==> src/rtl/uart_rx_oversampled_pkg.sv <==
// Shared UART definitions: frame geometry, parity modes and receiver FSM states.
package uart_rx_oversampled_pkg;

    localparam int unsigned FrameBits = 11;
    localparam int unsigned DataBits  = 8;

    localparam logic ParityEven = 1'b0;
    localparam logic ParityOdd  = 1'b1;

    typedef enum logic [2:0] {
        StIdle,
        StStart,
        StData,
        StParity,
        StStop,
        StWaitIdle
    } rx_state_e;

    // True when data plus parity bit do not match the selected parity mode.
    function automatic logic parity_mismatch(input logic [DataBits-1:0] data,
                                             input logic                pbit,
                                             input logic                odd);
        return ((^data) ^ pbit) != odd;
    endfunction

endpackage

==> src/rtl/uart_baud_tick.sv <==
// Oversampling tick generator: one-cycle tick every CLK_HZ/(BAUD*OVERSAMPLE) clocks.
module uart_baud_tick #(
    parameter int unsigned CLK_HZ     = 25_000_000,
    parameter int unsigned BAUD       = 9600,
    parameter int unsigned OVERSAMPLE = 16
) (
    input  logic clk,
    input  logic rst_n,
    input  logic clear_i,
    output logic tick_o
);

    localparam int unsigned DivRaw = CLK_HZ / (BAUD * OVERSAMPLE);
    // Guard against a zero divisor from an out-of-range parameter set.
    localparam int unsigned Div    = (DivRaw == 0) ? 1 : DivRaw;
    localparam int unsigned CntW   = (Div > 1) ? $clog2(Div) : 1;
    localparam logic [CntW-1:0] LastCnt = CntW'(Div - 1);

    logic [CntW-1:0] cnt_q;
    logic            at_last;

    // Tick decode; suppressed while the counter is being cleared.
    always_comb begin
        at_last = (cnt_q == LastCnt);
        tick_o  = at_last && !clear_i;
    end

    // Divider counts 0..Div-1 and restarts on clear.
    always_ff @(posedge clk or negedge rst_n) begin
        if (!rst_n) begin
            cnt_q <= '0;
        end else if (clear_i || at_last) begin
            cnt_q <= '0;
        end else begin
            cnt_q <= cnt_q + CntW'(1);
        end
    end

endmodule

==> src/rtl/uart_rx_oversampled.sv <==
// Oversampling UART receiver (start, 8 data LSB first, parity, stop) with a
// valid/ready holding register, parity/framing flags and overrun pulse.
module uart_rx_oversampled
    import uart_rx_oversampled_pkg::*;
#(
    parameter int unsigned CLK_HZ     = 25_000_000,
    parameter int unsigned BAUD       = 9600,
    parameter int unsigned OVERSAMPLE = 16,
    parameter int unsigned PARITY_ODD = 0
) (
    input  logic                clk,
    input  logic                rst_n,
    input  logic                rx_i,
    output logic [DataBits-1:0] rx_data_o,
    output logic                rx_valid_o,
    input  logic                rx_ready_i,
    output logic                parity_err_o,
    output logic                frame_err_o,
    output logic                overrun_o,
    output logic                busy_o
);

    localparam int unsigned     SubW       = $clog2(OVERSAMPLE);
    localparam logic [SubW-1:0] SubMid     = SubW'(OVERSAMPLE / 2 - 1);
    localparam logic [SubW-1:0] SubLast    = SubW'(OVERSAMPLE - 1);
    localparam logic            ParityMode = (PARITY_ODD != 0) ? ParityOdd : ParityEven;

    logic                rx_meta_q, rx_s_q;
    rx_state_e           state_q;
    logic [SubW-1:0]     sub_q, sub_wrap;
    logic [2:0]          bit_cnt_q;
    logic [DataBits-1:0] shift_q;
    logic                perr_q;
    logic                busy_q;
    logic [DataBits-1:0] rx_data_q;
    logic                rx_valid_q, parity_err_q, frame_err_q, overrun_q;
    logic                tick, clear, accept;

    // Two-flop synchroniser; idles high so reset does not look like a start bit.
    always_ff @(posedge clk or negedge rst_n) begin
        if (!rst_n) begin
            rx_meta_q <= 1'b1;
            rx_s_q    <= 1'b1;
        end else begin
            rx_meta_q <= rx_i;
            rx_s_q    <= rx_meta_q;
        end
    end

    // Divider restart aligns sub-bit phase to the detected falling edge.
    always_comb begin
        clear    = (state_q == StIdle) && !rx_s_q;
        accept   = rx_valid_q && rx_ready_i;
        sub_wrap = (sub_q == SubLast) ? '0 : sub_q + SubW'(1);
    end

    uart_baud_tick #(
        .CLK_HZ    (CLK_HZ),
        .BAUD      (BAUD),
        .OVERSAMPLE(OVERSAMPLE)
    ) u_baud_tick (
        .clk    (clk),
        .rst_n  (rst_n),
        .clear_i(clear),
        .tick_o (tick)
    );

    // Receiver FSM, shift register and output holding register.
    always_ff @(posedge clk or negedge rst_n) begin
        if (!rst_n) begin
            state_q      <= StIdle;
            sub_q        <= '0;
            bit_cnt_q    <= '0;
            shift_q      <= '0;
            perr_q       <= 1'b0;
            busy_q       <= 1'b0;
            rx_data_q    <= '0;
            rx_valid_q   <= 1'b0;
            parity_err_q <= 1'b0;
            frame_err_q  <= 1'b0;
            overrun_q    <= 1'b0;
        end else begin
            overrun_q <= 1'b0;
            // A completing frame below may re-assert valid in the same cycle.
            if (accept) begin
                rx_valid_q <= 1'b0;
            end
            case (state_q)
                StIdle: begin
                    if (!rx_s_q) begin
                        sub_q   <= '0;
                        state_q <= StStart;
                        busy_q  <= 1'b1;
                    end
                end
                StStart: begin
                    if (tick) begin
                        if (sub_q == SubMid) begin
                            sub_q <= '0;
                            if (rx_s_q) begin
                                state_q <= StIdle;
                                busy_q  <= 1'b0;
                            end else begin
                                bit_cnt_q <= '0;
                                state_q   <= StData;
                            end
                        end else begin
                            sub_q <= sub_q + SubW'(1);
                        end
                    end
                end
                StData: begin
                    if (tick) begin
                        sub_q <= sub_wrap;
                        if (sub_q == SubLast) begin
                            shift_q   <= {rx_s_q, shift_q[DataBits-1:1]};
                            bit_cnt_q <= bit_cnt_q + 3'd1;
                            if (bit_cnt_q == 3'(DataBits - 1)) begin
                                state_q <= StParity;
                            end
                        end
                    end
                end
                StParity: begin
                    if (tick) begin
                        sub_q <= sub_wrap;
                        if (sub_q == SubLast) begin
                            perr_q  <= parity_mismatch(shift_q, rx_s_q, ParityMode);
                            state_q <= StStop;
                        end
                    end
                end
                StStop: begin
                    if (tick) begin
                        sub_q <= sub_wrap;
                        if (sub_q == SubLast) begin
                            // Load when the register is free or being emptied this cycle.
                            if (!rx_valid_q || rx_ready_i) begin
                                rx_data_q    <= shift_q;
                                parity_err_q <= perr_q;
                                frame_err_q  <= ~rx_s_q;
                                rx_valid_q   <= 1'b1;
                            end else begin
                                overrun_q <= 1'b1;
                            end
                            if (rx_s_q) begin
                                state_q <= StIdle;
                                busy_q  <= 1'b0;
                            end else begin
                                sub_q   <= '0;
                                state_q <= StWaitIdle;
                            end
                        end
                    end
                end
                StWaitIdle: begin
                    // sub_q counts consecutive high ticks here.
                    if (tick) begin
                        if (!rx_s_q) begin
                            sub_q <= '0;
                        end else if (sub_q == SubLast) begin
                            sub_q   <= '0;
                            state_q <= StIdle;
                            busy_q  <= 1'b0;
                        end else begin
                            sub_q <= sub_q + SubW'(1);
                        end
                    end
                end
                default: begin
                    state_q <= StIdle;
                    busy_q  <= 1'b0;
                end
            endcase
        end
    end

    // Registered outputs.
    always_comb begin
        rx_data_o    = rx_data_q;
        rx_valid_o   = rx_valid_q;
        parity_err_o = parity_err_q;
        frame_err_o  = frame_err_q;
        overrun_o    = overrun_q;
        busy_o       = busy_q;
    end

endmodule
==> config.mk <==
export PLATFORM = sky130hd
export DESIGN_NAME = uart_rx_oversampled
export DESIGN_NICKNAME = d
export VERILOG_FILES = /design/src/rtl/uart_rx_oversampled_pkg.sv /design/src/rtl/uart_baud_tick.sv /design/src/rtl/uart_rx_oversampled.sv
export SDC_FILE = /design/constraint.sdc
export NUM_CORES = 1
export LEC_CHECK = 0
export CORE_UTILIZATION = 26
export DETAILED_ROUTE_END_ITERATION = 8
export GPL_ROUTABILITY_DRIVEN = 0
export MAX_ROUTING_LAYER = met4
export PLACE_DENSITY = 0.5
export REMOVE_ABC_BUFFERS = 1
export SYNTH_ARGS = -nofsm -noshare
export SYNTH_HDL_FRONTEND = slang
export SYNTH_SLANG_ARGS = --single-unit
==> constraint.sdc <==
create_clock -name clk -period 4.8 [get_ports clk]
set_input_delay 0.72 -clock clk [delete_from_list [all_inputs] [get_ports clk]]
set_output_delay 0.72 -clock clk [all_outputs]
set_load 0.05 [all_outputs]
# [Yosys cells after proc, flatten, opt, wreduce, memory -nomap -nowiden]
# Cells that the tools add are included.
[totals] ff_bits=42 input_bits=4 output_inout_bits=13 elab_cells=116
[op_classes] add_sub_neg=3 eq_ne=24 n_mux=52 bitwise=3 reduce_logical=20
[ops] cell="$mux W3" n=19
[ops] cell="$mux W4" n=9
[ops] cell="$ne A2 B2 Y1 const B" n=14
[ops] cell="$pmux W4 S5" n=1
[ops] cell="$mux W1" n=18
[ops] cell="$pmux W3 S6" n=1
[ops] cell="$reduce_and A13 Y1" n=1
[ops] cell="$reduce_and A6 Y1" n=2
[ops] cell="$eq A3 B3 Y1 const B" n=3
[ops] cell="$reduce_and A9 Y1" n=1
[ops] cell="$add A8 B1 Y8 const B" n=1
[ops] cell="$eq A8 B8 Y1 const B" n=1
[ops] cell="$mux W8" n=1
[ops] cell="$reduce_xor A8 Y1" n=1
[ops] cell="$eq A3 B2 Y1 const B" n=2
[ops] cell="$pmux W3 S2" n=1
[ops] cell="$reduce_and A3 Y1" n=2
[ops] cell="$pmux W1 S5" n=1
[ops] cell="$reduce_bool A5 Y1" n=1
[ops] cell="$add A4 B1 Y4 const B" n=1
[ops] cell="$eq A4 B3 Y1 const B" n=1
[ops] cell="$eq A4 B4 Y1 const B" n=1
[ops] cell="$reduce_and A4 Y1" n=1
[ops] cell="$add A3 B1 Y3 const B" n=1
[ops] cell="11 further kinds" n=17

# [Longest topological paths before layout]
# Gate-level depths: netlist of the first run.
[depth] depth_word=6 mapped_depth=8 depth_no_buf=7

# [By module]
# A second synthesis of the first run with hierarchy kept.
[unflattened] hier_cells=191 hier_area_um2=2095.8
[modules_own_cells] mod="uart_rx_oversampled" n_inst=1 cells_per_inst=151 area_per_inst_um2=1697.9 seq_area_each_um2=853.3
[modules_own_cells] mod="uart_baud_tick" n_inst=1 cells_per_inst=40 area_per_inst_um2=397.9 seq_area_each_um2=200.2

# [Worst setup path after synthesis of the first run]
# No wires, ideal clock.
[synth_timing] kind="reg-to-reg" from="register u_baud_tick.cnt_q[3]" to="register state_q[1]" setup_time_ns=0.125 arrival_time_ns=1.839 t_required_ns=4.675 path_slack_ns=2.836 stages_incl_launch_ff=6 n_path_buf=0 period_less_slack_ns=1.964 cell_sequence="dfrtp_1 > or3_4 > nor3_4 > o221ai_2 > or3_4 > mux2_4"
[synth_via] elab_chain_cells=4 word_cells_on_any_way=8 classes_between="eq/ne (6); reduce/logical (2)"
[synth_rtl] item="start, declared" line="uart_baud_tick.sv:19" source="logic [CntW-1:0] cnt_q;"
[synth_rtl] item="start signal, assigned" line="uart_baud_tick.sv:35" source="cnt_q <= cnt_q + CntW'(1);"
[synth_rtl] item="$eq A8 B8 Y1 (*)" line="uart_baud_tick.sv:24" source="at_last = (cnt_q == LastCnt);"
[synth_rtl] item="$logic_and A1 B1 Y1 (*)" line="uart_baud_tick.sv:25" source="tick_o = at_last && !clear_i;"
[synth_rtl] item="$ne A2 B2 Y1 (no line)"
[synth_rtl] item="$reduce_and A13 Y1 (no line) (*)"
[synth_rtl] item="end signal, assigned" line="uart_rx_oversampled.sv:71" source="state_q <= StIdle;"
[synth_rtl] item="end signal, assigned" line="uart_rx_oversampled.sv:92" source="state_q <= StStart;"
[synth_rtl] item="end signal, assigned" line="uart_rx_oversampled.sv:101" source="state_q <= StIdle;"
[synth_rtl] item="end, declared" line="uart_rx_oversampled.sv:29" source="rx_state_e state_q;"
# Every way passes the cells marked *; elsewhere a longest branch is shown, timed or not.
# A chain may end at the register's enable or synchronous reset.

# [Final worst setup path of the first run]
[layout_timing] from="register busy_q, in the netlist busy_o" to="output busy_o"
[layout_lines] item="start, declared" line="uart_rx_oversampled.sv:34" source="logic busy_q;"
[layout_lines] item="start signal, assigned" line="uart_rx_oversampled.sv:76" source="busy_q <= 1'b0;"
[layout_lines] item="start signal, assigned" line="uart_rx_oversampled.sv:93" source="busy_q <= 1'b1;"
[layout_lines] item="start signal, assigned" line="uart_rx_oversampled.sv:102" source="busy_q <= 1'b0;"
[layout_lines] item="end, declared" line="uart_rx_oversampled.sv:20" source="output logic busy_o"
# No word-level cell between the ends.

==> flow_summary_export.csv, run 1 <==
group,metric,value,unit
status,outcome,"finished, final reports clean",
critical_path,r2r-start,"u_baud_tick.cnt_q[1]$_DFF_PN0_",
critical_path,cp-start-kind,"flip-flop",
sta,rsz0062_at_grt,"no",
worst_hold_path,hold_depth,0,
drt,num_vias,1466,
sta,max_freq,0.4484,GHz
global_routing,grt_pass1_vias,1504,
critical_path,r2r-end,"parity_err_o$_DFFE_PN0P_",
synth,synth_edf_count,0,
sta,drv_slew,0,
cells_and_area,final_net_count,222,
drt,first_pass_iters,4,
floorplanning,coreArea,7888,sq um
floorplanning,io_pins,17,
clock_network,insertion_delay,0.30,ns
critical_path,crit_family,"buffers and inverters",
synth,seq_area_frac_synth,48.78,%
synth,yosys-top-cells-count,"40 x dfrtp_1, 18 x nand2_1, 16 x mux2_2",
synth,ys_warn_count,0,
flow_run,cap_violations,0,
pwr,pwr_density_cell,244.1,nW/um^2
synth,synth.avg_cell_area,10.91,sq um
synth,synth_cells,198,
drt,ant_nets,0,
clock_network,hold_buffers,0,
synth,synth_top_area_share,46.35,%
placement,portBuffers,16,
cells_and_area,drive_gt1_share,18.22,%
sta,min_period_over_period,46.46,%
worst_hold_path,hold_path.class,"flip-flop to flip-flop",
global_routing,grt_max_degree,43,
critical_path,r2r_cells,6,
sta,tns,0,ns
synth,synth_most_common_cell,"dfrtp_1",
drt,routedWlPerCell,12.09,um
clock_network,h-tree-depth,2,
critical_path,crit_buf_inv,1,
global_routing,track_usage,10.30,%
global_routing,antenna_found_initial,0,
sta,setup_viol,0,
cells_and_area,num_antenna_cells,0,
clock_network,cts_tree,"built",
drt,drtIter0Drc,68,
floorplanning,start_util,27.38,%
clock_network,cts.repair.resized,0,
floorplanning,die_area,8674,sq um
critical_path,critPathArrivalTime,1.51,ns
floorplanning,rows,32,
sta,fin_worst_skew,0.007377,ns
pwr,p_leak,1.082,nW
pwr,irDropWorstVdd,0.1144,mV
synth,synth.area.top_cells,"dfrtp_1 46%, mux2_2 8.3%, xnor2_1 4.5%",
global_routing,grt_pass1_wl,6955,um
drt,wl,3822,um
global_routing,overflow,0,
critical_path,crit_cells,1,
critical_path,cpPeakStageDelay,0.82,ns
cells_and_area,area_delta_synth_final,15.82,%
worst_hold_path,worstHoldStart,"rx_meta_q$_DFF_PN1_",
drt,via_per_inst,4.639,
critical_path,critPathSlowestCell,"clkdlybuf4s50_1",
floorplanning,die_h,93.14,um
sta,hold_viol,0,
critical_path,crit_fanout,4,
synth,yosys_most_used_dff,"dfrtp_1",
sta,fin_crit,2.230,ns
clock_network,clk_pin_slew_worst_paths,0.09,ns
synth,ys_ff_latch,42,
critical_path,reg2reg_slack,2.68,ns
synth,ys_types,44,
critical_path,cp_cell_sequence,"clkdlybuf4s50_1",
critical_path,worst_ep_required_time,4.08,ns
sta,relSlewSlack,38.30,%
synth,async_flop_share,100.0,%
clock_network,root_buffer,"clkbuf_8",
clock_network,cts_sinks,42,
clock_network,cts-buffers-inserted,5,
cells_and_area,fin_util,31.71,%
floorplanning,fp.dieW,93.14,um
clock_network,clock_path_buffers,2,
sta,tightestPinTransition,0.9255,ns
synth,yosysTopAreaCell,"dfrtp_1",
critical_path,worstSetupPathType,"flip-flop to primary output",
drt,route.detailed.drc,0,
critical_path,cp-end-kind,"primary output",
worst_hold_path,holdPathEnd,"rx_s_q$_DFF_PN1_",
synth,syn_area,2160,sq um
placement,hpwl,2675,um
clock_network,post_cts_buffers,0,
-- per-stage QoR --
step	setup WS [ns]	total power, mW	hold slack (ns)	std cells	instance area, sq um
after global routing	2.483	0.6411	0.3674	316	2501
after detailed placement	2.396	0.3768	0.3484	308	2407
after floorplan	2.836	0.3663	0.3452	190	2125
after global placement	2.431	0.3769	0.3470	308	2407
final	2.570	0.6105	0.3595	316	2501
after CTS	2.551	0.6214	0.3615	316	2501
-- layer usage --
metal | vias up | wire (um) | track usage, %
li1 | 725 | - | -
met1 | 718 | 1878 | 12.82
met2 | 16 | 1801 | 16.54
met3 | 7 | 83 | 2.033
met4 | 0 | 59 | 3.974
met5 | - | 0 | -
-- how the worst max path moves through the flow --
stage / from / end
2_1_floorplan: u_baud_tick.cnt_q[3]$_DFF_PN0_ / state_q[1]$_DFFE_PN0P_
3_3_place_gp: rx_ready_i / rx_data_o[7]$_DFFE_PN0P_
3_5_place_dp: rx_ready_i / parity_err_o$_DFFE_PN0P_
4_1_cts: busy_o$_DFFE_PN0P_ / busy_o
5_1_grt: state_q[0]$_DFFE_PN0P_ / sub_q[3]$_DFFE_PN0P_
6_report: busy_o$_DFFE_PN0P_ / busy_o
-- power breakdown --
| group | internal, mW | switching (mW) | leakage, nW |
|---|---|---|---|
| registers | 0.355 | 0.00201 | 0.560 |
| clock network | 0.105 | 0.137 | 0.0447 |
| logic | 0.00350 | 0.00822 | 0.477 |
| total | 0.464 | 0.147 | 1.08 |
-- cell families after synthesis --
logic type | share of synthesized area [%]
AO/OA/AOI/OAI | 8.864
XOR/XNOR | 6.489
adder cells (fa/ha/maj) | 2.897
buffers and inverters | 2.317
flip-flops | 48.78
multiplexers | 12.22
AND/OR/NAND/NOR | 18.42
-- layout make-up --
class	count	area, sq um
clock inverter	3	25.02
timing repair buffer	16	155.1
clock buffer	5	68.82
multi-input combinational	144	1056
fill	803	5386
sequential	42	1054
inverter	4	15.01
tap	102	127.6
-- cells in the final DEF, fill, tap and decap left out, drive strengths merged, types with 6 or more instances in the layout --
| master | Yosys | routed |
|---|---|---|
| dfrtp | 40 | 40 |
| mux2 | 21 | 21 |
| nand2 | 18 | 18 |
| clkdlybuf4s50 | 0 | 15 |
| nor2 | 14 | 14 |
| o21ai | 12 | 12 |
| xnor2 | 11 | 11 |
| nand3 | 7 | 7 |
| a21oi | 7 | 7 |
| nor3 | 6 | 6 |
-- flip-flops by register name, indices dropped and copies added (netlist names) --
signal             cells
rx_data_o              8
shift_q                8
u_baud_tick.cnt_q      8
sub_q                  4
bit_cnt_q              3
state_q                3
busy_o                 1
frame_err_o            1
overrun_o              1
parity_err_o           1
perr_q                 1
rx_meta_q              1
rx_s_q                 1
rx_valid_o             1
No activity file was read; power rests on OpenSTA's default activity.
==> run 2, diff against run 1 <==
clock period = 2.1 ns   (was 4.8 ns; I/O delays follow)
==> run 2 against run 1 <==
Register-to-register slack got worse by 2.6 ns. Critical path depth increased by 6. Clock power increased to 3.1 times the previous value. Clock skew increased by 0.0026 ns. Setup slack got worse by 2.5 ns. Largest power group unchanged. Sequential cell count unchanged. Sequential share of layout area decreased by 3.0 points. Largest cell class unchanged. Combinational power increased to 2.7 times the previous value. Clock-buffer cell count unchanged. Global-route usage decreased by 0.065 points.
==> flow_summary_export.csv, run 2 (synthesis gave the netlist of run 1 again) <==
group,metric,value,unit
status,outcome,"finished, final reports clean",
critical_path,cp-end-kind,"flip-flop",
sta,drv_slew,0,
sta,min_period_over_period,94.49,%
sta,max_freq,0.5040,GHz
placement,portBuffers,16,
critical_path,r2r-end,"state_q[2]$_DFFE_PN0P_",
drt,ant_nets,0,
sta,relSlewSlack,64.65,%
global_routing,track_usage,10.24,%
floorplanning,coreArea,7888,sq um
drt,routedWlPerCell,11.59,um
drt,route.detailed.drc,0,
cells_and_area,final_net_count,240,
critical_path,cp_cell_sequence,"inv_1 > ha_2 > nand4b_4 > nor3_4 > o221ai_2 > or3_4 > mux2_4",
floorplanning,fp.dieW,93.14,um
pwr,finalPower,1.595,mW
floorplanning,die_h,93.14,um
global_routing,grt_pass1_wl,6858,um
cells_and_area,area_delta_synth_final,24.80,%
sta,rsz0062_at_grt,"no",
critical_path,crit_path_start,"u_baud_tick.cnt_q[1]$_DFF_PN0_",
cells_and_area,fin_util,34.17,%
sta,fin_crit,1.984,ns
cells_and_area,multi_input_area,1059,sq um
sta,hold_viol,0,
cells_and_area,stdcell_area,2695,sq um
clock_network,cts_sinks,42,
placement,hpwl,2826,um
sta,fin_worst_skew,0.01001,ns
cells_and_area,fillerInstances,787,
drt,first_pass_iters,4,
critical_path,cpPeakStageDelay,0.42,ns
critical_path,crit_fanout,4,
clock_network,clk_pin_slew_worst_paths,0.08,ns
critical_path,reg2reg_slack,0.12,ns
clock_network,hold_buffers,0,
cells_and_area,mostFrequentLayoutCells,"40 x dfrtp_1, 18 x nand2_1, 17 x buf_4",
global_routing,antenna_found_initial,0,
cells_and_area,final_cells,334,
cells_and_area,num_antenna_cells,0,
pwr,irDropWorstVdd,0.2902,mV
drt,drtIter0Drc,53,
drt,num_vias,1501,
floorplanning,die_area,8674,sq um
clock_network,h-tree-depth,2,
sta,tightestPinTransition,0.5302,ns
placement,dp_slack,0.07004,ns
cells_and_area,seq_area,1054,sq um
drt,wl,3872,um
sta,tns,0,ns
critical_path,r2r-start,"u_baud_tick.cnt_q[1]$_DFF_PN0_",
placement,dp.cells,324,
critical_path,r2r_cells,7,
drt,via_per_inst,4.494,
worst_hold_path,hold_path.class,"input port to asynchronous set/reset pin",
cells_and_area,final_common_cell,"dfrtp_1",
clock_network,insertion_delay,0.29,ns
clock_network,clock_path_buffers,2,
floorplanning,io_pins,17,
sta,setup_slack,0.1158,ns
cells_and_area,drive_gt1_share,25.00,%
clock_network,cts-buffers-inserted,5,
floorplanning,rows,32,
critical_path,worst_ep_required_time,2.28,ns
global_routing,grt_pass1_vias,1432,
global_routing,grt_max_degree,43,
pwr,pwr_density_cell,591.7,nW/um^2
pwr,p_leak,1.196,nW
clock_network,root_buffer,"clkbuf_8",
sta,setup_viol,0,
critical_path,worstSetupPathType,"flip-flop to flip-flop",
critical_path,cp-start-kind,"flip-flop",
sta,whs,0.08709,ns
placement,dpl_cell_area,2540,sq um
global_routing,overflow,0,
floorplanning,start_util,27.38,%
critical_path,critPathSlowestCell,"or3_4",
critical_path,critPathArrivalTime,2.16,ns
clock_network,cts_tree,"built",
flow_run,cap_violations,0,
critical_path,crit_end,"state_q[2]$_DFFE_PN0P_",
[run 2: worst min-delay path by stage]
stage	end	slack [ns]	cells past startpoint
2_1_floorplan	bit_cnt_q[0]$_DFFE_PN0P_	0.02	0
3_3_place_gp	rx_s_q$_DFF_PN1_	0.35	0
3_5_place_dp	rx_s_q$_DFF_PN1_	0.35	0
4_1_cts	shift_q[0]$_DFFE_PN0P_	0.10	2
5_1_grt	frame_err_o$_DFFE_PN0P_	0.13	2
6_report	overrun_o$_DFF_PN0_	0.09	2
[run 2: worst max-delay path, delay by kind of cell (launching register included)]
kind            cells  cell delay (ns)
simple gates        3             0.77
flops               1             0.41
mux                 1             0.30
fa+ha+maj           1             0.20
compound gates      1             0.13
buf+inv             1             0.07
[run 2: what timing repair did]
| action | in CTS | in global routing |
|---|---|---|
| buffers inserted | 0 | 2 |
| endpoints found under the hold margin | 0 | 0 |
| endpoints found under the setup margin | 0 | 2 |
| gates resized for setup | 0 | 1 |
[run 2: report_power, final]
group / internal (mW) / leakage [nW] / total (mW) / switching, mW
Sequential: 0.812 / 0.560 / 0.814 / 0.00289
Combinational: 0.0104 / 0.568 / 0.0316 / 0.0212
Clock: 0.476 / 0.0683 / 0.749 / 0.272
[run 2: final cells by class]
cell class / instances / area share (%)
timing repair buffer: 34 / 11.23
sequential: 42 / 39.09
clock buffer: 5 / 2.553
inverter: 4 / 0.5571
tap: 102 / 4.735
multi-input combinational: 144 / 39.28
clock inverter: 3 / 2.553
[run 2: layer usage]
| metal | GRT usage (%) | routed length (um) | vias up | share of wire, % |
|---|---|---|---|---|
| met3 | 2.439 | 73 | 5 | 1.9 |
| met2 | 15.26 | 1769 | 12 | 46 |
| met4 | 2.692 | 40 | 0 | 1.0 |
| met5 | - | 0 | - | 0 |
| li1 | - | - | 761 | - |
| met1 | 13.95 | 1987 | 723 | 51 |
==> run 3, diff against run 2 <==
CORE_UTILIZATION = 50   (was 26)
PLACE_DENSITY = 0.78   (was 0.5)
==> run 3 against run 2 <==
Clock power is 27% lower. Clock-buffer cell count is 2 higher. Sequential share of layout area is 1.4 points higher. Combinational power is 11% higher. First-iteration DRC count grew to 2.5 times the previous value. Routed wire length is 5.2% higher. Maximum frequency is 3.0% lower. Sequential cell count stayed put. Largest cell class unchanged. Hold slack better by 0.27 ns. Non-clock buffer count is 2 lower.
==> flow_summary_export.csv, run 3 (synthesis gave the netlist of run 1 again) <==
group,metric,value,unit
sta,fin_crit,2.046,ns
critical_path,r2r_cells,7,
sta,hold_viol,0,
cells_and_area,drive_gt1_share,24.35,%
critical_path,reg2reg_slack,0.05,ns
critical_path,r2r-end,"state_q[1]$_DFFE_PN0P_",
floorplanning,die_area,4586,sq um
critical_path,cp-end-kind,"flip-flop",
cells_and_area,fin_util,63.63,%
drt,first_pass_iters,4,
global_routing,antenna_found_initial,0,
clock_network,h-tree-depth,2,
worst_hold_path,hold_path.class,"flip-flop to flip-flop",
pwr,p_int,1.096,mW
floorplanning,die_h,67.72,um
clock_network,clock_path_buffers,2,
drt,route.detailed.drc,0,
global_routing,met1_usage,25.74,%
critical_path,cp-start-kind,"flip-flop",
cells_and_area,final_common_cell,"dfrtp_1",
clock_network,cts-buffers-inserted,5,
drt,drtIter0Drc,134,
global_routing,track_usage,20.43,%
floorplanning,rows,23,
critical_path,r2r-start,"u_baud_tick.cnt_q[1]$_DFF_PN0_",
drt,routedWlPerCell,14.55,um
clock_network,cts_tree,"built",
critical_path,cpPeakStageDelay,0.42,ns
sta,tightestPinTransition,0.5141,ns
cells_and_area,num_antenna_cells,0,
sta,setup_viol,0,
pwr,pwr_density_cell,536.8,nW/um^2
floorplanning,io_pins,17,
critical_path,cp_cell_sequence,"inv_1 > ha_4 > nand4b_4 > nor3_4 > o221ai_2 > or3_4 > mux2_4",
pwr,p_leak,1.166,nW
placement,portBuffers,16,
clock_network,insertion_delay,0.29,ns
global_routing,grt_use_met2,32.30,%
critical_path,worst_ep_required_time,2.27,ns
clock_network,cts_sinks,42,
placement,hpwl,2879,um
drt,num_vias,1531,
sta,fin_worst_skew,0.006689,ns
pwr,power.switching,0.2997,mW
pwr,finalPower,1.396,mW
status,outcome,"finished, final reports clean",
global_routing,top_usage_layer,"met2",
global_routing,met3_usage,3.547,%
pwr,power_frac_comb,2.5,%
global_routing,overflow,0,
cells_and_area,stdcell_area,2600,sq um
sta,relSlewSlack,65.73,%
pwr,p_clk_share,39.2,%
drt,wl,4073,um
critical_path,crit_end,"state_q[1]$_DFFE_PN0P_",
cells_and_area,area_delta_synth_final,20.39,%
critical_path,crit_path_start,"u_baud_tick.cnt_q[1]$_DFF_PN0_",
critical_path,crit_family,"simple AND/OR/NAND/NOR gates",
pwr,irDropWorstVdd,0.5370,mV
sta,min_period_over_period,97.42,%
floorplanning,fp.dieW,67.72,um
cells_and_area,fillerInstances,332,
sta,tns,0,ns
critical_path,critPathSlowestCell,"or3_4",
pwr,switching_share,21.47,%
critical_path,worstSetupPathType,"flip-flop to flip-flop",
flow_run,cap_violations,0,
critical_path,crit_cells,7,
global_routing,grt_max_degree,18,
sta,max_freq,0.4888,GHz
critical_path,crit_buf_inv,1,
global_routing,grt_pass1_vias,1517,
critical_path,critPathArrivalTime,2.22,ns
global_routing,grt_pass1_wl,6713,um
cells_and_area,mostFrequentLayoutCells,"40 x dfrtp_1, 18 x nand2_1, 16 x mux2_2",
floorplanning,coreArea,4086,sq um
pwr,pwr-share-seq,58.3,%
clock_network,root_buffer,"clkbuf_8",
floorplanning,start_util,52.85,%
drt,ant_nets,0,
critical_path,crit_fanout,5,
cells_and_area,final_net_count,238,
clock_network,clk_pin_slew_worst_paths,0.08,ns
sta,drv_slew,0,
placement,dpl_cell_area,2452,sq um
drt,via_per_inst,5.468,
-- run 3: cell type report --
class / count / area [sq um] / area share (%)
clock inverters: 1 / 8.758 / 0.3369
inverters: 4 / 15.01 / 0.5775
flip-flops and latches: 42 / 1054 / 40.52
repair buffers: 32 / 290.3 / 11.16
well taps: 50 / 62.56 / 2.406
clock buffers: 7 / 86.33 / 3.321
multi-input cells: 144 / 1084 / 41.67
-- run 3: how the worst min path moves through the flow --
stage / startpoint / endpoint / slack, ns / cells after the start
after global routing: rx_meta_q$_DFF_PN1_ / rx_s_q$_DFF_PN1_ / 0.36 / 0
after detailed placement: rst_n / u_baud_tick.cnt_q[7]$_DFF_PN0_ / 0.22 / 1
after floorplan: rst_n / bit_cnt_q[0]$_DFFE_PN0P_ / 0.02 / 0
final: rx_meta_q$_DFF_PN1_ / rx_s_q$_DFF_PN1_ / 0.36 / 0
after global placement: rst_n / u_baud_tick.cnt_q[7]$_DFF_PN0_ / 0.22 / 1
after CTS: rx_meta_q$_DFF_PN1_ / rx_s_q$_DFF_PN1_ / 0.36 / 0
-- run 3: repair_timing --
| action | CTS | global route |
|---|---|---|
| buffers inserted | 0 | 2 |
| setup endpoints to repair | 0 | 4 |
| resized for setup | 0 | 5 |
| endpoints found under the hold margin | 10 | 0 |
| hold buffers | 1 | 0 |
-- run 3: power groups by stage --
stage               Clock [mW]  Sequential (mW)  Combinational, mW
floorplan                    0            0.830            0.00675
global route             0.601            0.815             0.0403
global placement             0            0.830             0.0345
detailed placement           0            0.830             0.0343
CTS                      0.569            0.814             0.0359
finish                   0.547            0.814             0.0350
-- run 3: worst register-to-register path: cells and delay by family, from the launching register on --
kind | cells | cell delay, ns
buffers and inverters | 1 | 0.10
multiplexers | 1 | 0.30
flip-flops | 1 | 0.40
AO/OA/AOI/OAI | 1 | 0.14
AND/OR/NAND/NOR | 3 | 0.84
adder cells (fa/ha/maj) | 1 | 0.15
-- run 3: per-stage QoR --
step / hold slack (ns) / cells / worst slack [ns]
5_1_grt: 0.3623 / 280 / -0.05069
6_report: 0.3588 / 280 / 0.05421
3_3_place_gp: 0.2180 / 269 / 0.1232
2_1_floorplan: 0.01941 / 190 / 0.1363
4_1_cts: 0.3603 / 278 / 0.03505
3_5_place_dp: 0.2154 / 269 / 0.04314
-- run 3: layer usage --
metal,part of all wire [%],vias up
met5,0,-
met2,49,24
met3,2.9,4
li1,-,755
met4,0.96,0
met1,47,748
